**config.mk**
```make
export PLATFORM = sky130hd
export DESIGN_NAME = instr_fetch
export DESIGN_NICKNAME = d
export VERILOG_FILES = /design/src/rtl/instr_fetch.sv
export SDC_FILE = /design/constraint.sdc
export NUM_CORES = 1
export LEC_CHECK = 0
export CAP_MARGIN = 0
export CELL_PAD_IN_SITES_DETAIL_PLACEMENT = 1
export CELL_PAD_IN_SITES_GLOBAL_PLACEMENT = 2
export CORE_MARGIN = 3
export CORE_UTILIZATION = 36
export CTS_CLUSTER_DIAMETER = 80
export DETAILED_ROUTE_END_ITERATION = 10
export MAX_ROUTING_LAYER = met4
export PLACE_DENSITY = 0.92
export SYNTH_ARGS = -nofsm -noshare
export SYNTH_HDL_FRONTEND = slang
export SYNTH_SLANG_ARGS = --single-unit
```
**constraint.sdc**
```tcl
create_clock -name clk -period 5.94 [get_ports clk]
set_input_delay 0.891 -clock clk [delete_from_list [all_inputs] [get_ports clk]]
set_output_delay 0.891 -clock clk [all_outputs]
set_load 0.02 [all_outputs]
```
**src/rtl/instr_fetch.sv**
```systemverilog
// Instruction fetch stage: PC, imem request/ack handshake, one registered output
// slot with a one-entry skid buffer, and flush/refetch on branch redirect.
//
// state | meaning
// ------+-----------------------------------------------------------------
// START | first cycle after reset, no request yet
// FETCH | request at req_addr_q is on the bus
// FULL  | output slot and skid both hold instructions, request paused
// KILL  | wrong-path request still awaiting ack; data will be dropped
module instr_fetch #(
    parameter logic [31:0] RESET_PC = 32'h0040_0000,
    parameter logic [31:0] NOP      = 32'h0000_0000
) (
    input  logic        clk,
    input  logic        reset_n,
    output logic        imem_req,
    output logic [31:0] imem_addr,
    input  logic        imem_ack,
    input  logic [31:0] imem_rdata,
    input  logic        stall,
    input  logic        redirect,
    input  logic [31:0] redirect_pc,
    output logic [31:0] instr,
    output logic        instr_valid,
    output logic [31:0] instr_pc,
    output logic [31:0] pc_plus4
);

    typedef enum logic [1:0] {
        START = 2'd0,
        FETCH = 2'd1,
        FULL  = 2'd2,
        KILL  = 2'd3
    } state_t;

    state_t      state_q;
    logic        req_q;
    logic [31:0] req_addr_q;
    logic [31:0] pend_pc_q;
    logic [31:0] skid_instr_q;
    logic [31:0] skid_pc_q;
    logic        skid_valid_q;
    logic [31:0] instr_q;
    logic        instr_valid_q;
    logic [31:0] instr_pc_q;
    logic [31:0] pc_plus4_q;

    logic [31:0] redirect_tgt;
    logic        slot_free;
    logic [31:0] req_addr_inc;

    assign redirect_tgt = redirect_pc & 32'hFFFF_FFFC;
    assign slot_free    = !instr_valid_q || !stall;
    assign req_addr_inc = req_addr_q + 32'd4;

    always_ff @(posedge clk or negedge reset_n) begin
        if (!reset_n) begin
            state_q       <= START;
            req_q         <= 1'b0;
            req_addr_q    <= RESET_PC;
            pend_pc_q     <= 32'd0;
            skid_instr_q  <= NOP;
            skid_pc_q     <= 32'd0;
            skid_valid_q  <= 1'b0;
            instr_q       <= NOP;
            instr_valid_q <= 1'b0;
            instr_pc_q    <= 32'd0;
            pc_plus4_q    <= 32'd0;
        end else if (redirect) begin
            instr_q       <= NOP;
            instr_valid_q <= 1'b0;
            skid_valid_q  <= 1'b0;
            req_q         <= 1'b1;
            // An unacked request must stay on the bus; its data gets dropped in KILL.
            if (req_q && !imem_ack) begin
                pend_pc_q <= redirect_tgt;
                state_q   <= KILL;
            end else begin
                req_addr_q <= redirect_tgt;
                state_q    <= FETCH;
            end
        end else begin
            case (state_q)
                START: begin
                    state_q <= FETCH;
                    req_q   <= 1'b1;
                end
                FETCH: begin
                    if (imem_ack) begin
                        req_addr_q <= req_addr_inc;
                        if (slot_free) begin
                            instr_q       <= imem_rdata;
                            instr_pc_q    <= req_addr_q;
                            pc_plus4_q    <= req_addr_inc;
                            instr_valid_q <= 1'b1;
                        end else begin
                            skid_instr_q <= imem_rdata;
                            skid_pc_q    <= req_addr_q;
                            skid_valid_q <= 1'b1;
                            state_q      <= FULL;
                            req_q        <= 1'b0;
                        end
                    end else if (slot_free && instr_valid_q) begin
                        instr_q       <= NOP;
                        instr_valid_q <= 1'b0;
                    end
                end
                FULL: begin
                    if (!stall) begin
                        instr_q       <= skid_instr_q;
                        instr_pc_q    <= skid_pc_q;
                        pc_plus4_q    <= skid_pc_q + 32'd4;
                        instr_valid_q <= skid_valid_q;
                        skid_valid_q  <= 1'b0;
                        state_q       <= FETCH;
                        req_q         <= 1'b1;
                    end
                end
                KILL: begin
                    if (imem_ack) begin
                        req_addr_q <= pend_pc_q;
                        state_q    <= FETCH;
                    end
                end
                default: begin
                    state_q <= START;
                    req_q   <= 1'b0;
                end
            endcase
        end
    end

    assign imem_req    = req_q;
    assign imem_addr   = req_addr_q;
    assign instr       = instr_q;
    assign instr_valid = instr_valid_q;
    assign instr_pc    = instr_pc_q;
    assign pc_plus4    = pc_plus4_q;

endmodule

```
==> impl_metrics.py <==
metrics = {
    "outcome": {
        "result_of_the_run": "completed",
    },
    "worst_setup_path": {
        "crit_path_start_kind": "input pin",
        "path_class": "input pin to flip-flop",
        "path_cells": "clkdlybuf4s50_1 > buf_4 > nand2_1 > nor3_1 > o21ai_4 > buf_12 > nand2_1 > o21ai_0",
        "timing.rr.end": "instr[4]$_DFFE_PN0P_",
        "worst-path-stages": 8,
        "maximum_fanout_along_the_worst_path": 84,
        "endpoint": "instr_pc[20]$_DFFE_PN0P_",
        "cell_seen_most_often_among_critical_path_stages": "nand2_1",
        "reg2reg_depth": 7,
        "flop2flop_setup_slack_ns": 3.22,
        "worstPathBufferInverterCount": 3,
        "critical_path.top_delay_family": "buffers and inverters",
        "timing.critical_path.required_ns": 6.32,
        "critPathLaunch": "imem_ack",
        "cp_arrival_ns": 3.47,
        "end_kind": "flip-flop",
        "cpMaxStageDelayCell": "nor3_1",
        "worstReg2RegStart": "state_q[0]$_DFFE_PN0P_",
        "cp_slowest_stage_delay_ns": 0.57,
    },
    "sta": {
        "unrepaired_setup_endpoints_after_global_routing": "no",
        "worst_slew_pin_slew_ns": 1.06,
        "timing.final.max_slew_violations": 0,
        "max_slew_margin": 0.293,
        "fin_crit_ns": 3.09,
        "timing.final.crit_share": 0.521,
        "fin_setup_tns_ns": 0,
        "clock.fmax_mhz": 323,
        "final_hold_slack_ns": 0.399,
        "fin_worst_skew_ns": 0.0102,
        "final_hold_viol_count": 0,
        "setup_violations": 0,
    },
    "route": {
        "wl_met3_mm": 2.45,
        "via_per_inst": 5.28,
        "wire_per_inst_um": 19.9,
        "routed-wl-met2_mm": 14.9,
        "detail_route.wirelength.met1_mm": 14.8,
        "routed.top_layer": "met4",
        "routed_wirelength_mm": 32.8,
        "tritonroute_pass_1_iters": 4,
        "route.antenna.remaining_nets": 0,
        "detailroute.via_count": 8707,
        "drc": 0,
        "first_iter_violations": 493,
    },
    "synth": {
        "synthFlopType": "dfrtp_1",
        "synth_edf_count": 0,
        "synth_xor_xnor_area_share": 0.0438,
        "synthSimpleGateAreaFrac": 0.148,
        "synth_mux_area_frac": 0.138,
        "synth-seq-cells": 219,
        "distinct_cell_type_count_of_the_synthesized_netlist": 53,
        "share_of_the_synthesized_area_in_compound_gates_ao_oa_aoi_oai": 0.127,
        "synthesis.yosys.warnings": 0,
        "post_synth_fa_ha_maj_area_fraction": 0.00228,
        "synth_top_family_by_area": "simple AND/OR/NAND/NOR gates",
        "syn_avg_cell_area_um2": 10.0,
        "ys_async_sr_fraction": 1.00,
        "mapped_cell_area_um2": 11000,
        "synthCells": 1097,
        "synth-seq-area-share": 0.499,
    },
    "clock_network": {
        "cts-buffers-inserted": 25,
        "cts.reportedPaths.clkPinSlew_ns": 0.06,
        "cts.sink_count": 219,
        "ctsHoldBuffers": 0,
        "cts_setup_buffers": 0,
        "cts.path.max_buffers": 3,
        "cts-resized-gates": 0,
        "root_buffer": "clkbuf_16",
        "cts_tree": "built",
        "clock_latency_on_the_worst_skew_pair_ns": 0.52,
        "ctsHtreeMaxLevel": 1,
    },
    "layout": {
        "final.fill_count": 3305,
        "sequential_cell_area_um2": 5480,
        "area_delta_synth_final_pct": 27.2,
        "nNetsFinal": 1307,
        "layout_cell_share_with_drive_strength_beyond_1": 0.105,
        "finalCoreUtilization": 0.468,
        "multi_input_area_um2": 5090,
    },
    "die": {
        "pin_count": 199,
        "initial_utilization": 0.368,
        "std_cell_rows": 63,
        "total_die_area_um2": 32600,
        "die-height_um": 181,
        "floorplan.die.width_um": 181,
        "coreArea_um2": 29900,
    },
    "placed_design": {
        "io_buffers": 190,
        "gp_congestion": 0.811,
        "detailedPlacementHpwl_mm": 22.3,
    },
    "grt": {
        "wire_length_of_the_first_global_routing_pass_mm": 52.4,
        "antenna_found_initial": 7,
        "grtUsageTotal": 0.202,
        "grt_start_max_net_pins": 114,
        "globalRouteOverflowTotal": 0,
        "number_of_global_route_vias_before_repair": 9251,
    },
    "run": {
        "timing.max_cap.violations": 0,
    },
    "power": {
        "leakagePower_uw": 0.00587,
        "p_per_area_nw_per_um2": 359,
        "irDropWorstVdd_mv": 0.179,
    },
    "worst_hold_path": {
        "hold_path_class": "input pin to asynchronous set/reset pin",
    },
}
-- synth_stat cells, types with 2 or more instances --
library cell,instances,area (µm²)
nor4_2,3,37.5
buf_4,6,45.0
nor2_1,48,180
and3_1,53,332
dfrtp_1,218,5460
o22ai_1,2,12.5
mux2i_1,48,480
nand2b_1,5,31.3
mux2_2,61,687
clkbuf_1,62,233
a21oi_1,71,355
nand2_1,139,522
buf_1,4,15.0
o31a_1,2,17.5
o21ai_1,38,190
xor2_1,23,201
mux2_1,31,349
nand4_1,18,113
o31ai_1,33,248
xnor2_1,32,280
nand3_1,20,100
a211oi_1,5,37.5
or3_1,3,18.8
nor4_1,5,31.3
nor4_4,2,42.5
inv_1,11,41.3
o21ai_0,74,370
a221o_1,2,20.0
nor3_1,13,65.1
and2_1,5,31.3
o21a_1,3,22.5
a32o_1,2,20.0
buf_2,25,125
ha_1,2,25.0
and4_1,5,43.8
a31oi_1,4,25.0
o211ai_1,3,22.5
-- layout make-up --
class	instances	area share
tap	390	0.0349
clock inverter	10	0.00913
antenna	9	0.00161
clock buffer	31	0.0492
sequential	219	0.392
timing repair buffer	204	0.145
multi-input combinational	774	0.364
inverter	12	0.00322
-- logic make-up after synthesis --
logic type	Yosys count
AO/OA/AOI/OAI	245
XOR/XNOR	55
adder cells (fa/ha/maj)	2
buffers and inverters	109
flip-flops	219
multiplexers	140
other	1
AND/OR/NAND/NOR	326
-- registers in the layout, indices dropped and copies added, names as in the netlist --
name,cells
imem_req,1
pc_plus4,30
state_q,2
skid_pc_q,30
skid_instr_q,32
pend_pc_q,30
instr,32
skid_valid_q,1
instr_pc,30
imem_addr,30
instr_valid,1
-- where the power goes --
part	switching (µW)	total [µW]	internal [µW]	leakage [µW]
Sequential	331	2160	1830	0.00275
Clock	625	1570	942	0.000405
Combinational	664	1300	632	0.00272
-- routing by layer --
metal | global-route usage | up-vias
met1 | 0.266 | 4324
met3 | 0.0640 | 46
li1 | - | 4138
met2 | 0.308 | 199
met4 | 0.0464 | 0
met5 | - | -
-- worst min path at each step --
stage                               from                         to  slack (ns)
2_1_floorplan  pend_pc_q[26]$_DFFE_PN0P_  pend_pc_q[26]$_DFFE_PN0P_        0.46
3_3_place_gp       instr[16]$_DFFE_PN0P_      instr[16]$_DFFE_PN0P_        0.46
3_5_place_dp       instr[14]$_DFFE_PN0P_      instr[14]$_DFFE_PN0P_        0.47
4_1_cts                          reset_n      instr[24]$_DFFE_PN0P_        0.47
5_1_grt                          reset_n      instr[24]$_DFFE_PN0P_        0.47
6_report                         reset_n      instr[24]$_DFFE_PN0P_        0.40
-- cells in the final DEF (no fill, tap or decap), types with 3 or more instances in the layout --
cell	Yosys	layout
a211oi_1	5	4
a21oi_1	71	71
a31oi_1	4	4
and2_1	5	5
and3_1	53	53
and4_1	5	5
buf_4	6	12
bufinv_16	0	3
clkbuf_16	0	25
clkbuf_8	0	4
clkdlybuf4s50_1	0	188
clkinv_2	0	6
conb_1	1	6
dfrtp_1	218	218
diode_2	0	9
inv_1	11	11
mux2_1	31	31
mux2_2	61	61
mux2i_1	48	48
nand2_1	139	139
nand2b_1	5	4
nand3_1	20	20
nand4_1	18	18
nor2_1	48	48
nor3_1	13	13
nor4_1	5	5
nor4_2	3	3
o211ai_1	3	3
o21a_1	3	3
o21ai_0	74	74
o21ai_1	38	38
o31ai_1	33	33
or3_1	3	3
xnor2_1	32	32
xor2_1	23	23
-- stage by stage --
step / std cells / area [µm²] / worst slack (ns) / power [µW]
final: 1649 / 14000 / 2.85 / 5020
after global routing: 1647 / 14000 / 2.65 / 5300
after CTS: 1640 / 14000 / 2.85 / 5080
after detailed placement: 1599 / 13100 / 2.32 / 3490
after global placement: 1599 / 13100 / 2.42 / 3430
after floorplan: 1102 / 11000 / 3.70 / 2840
Note: power is estimated with default switching activity, not from simulation.
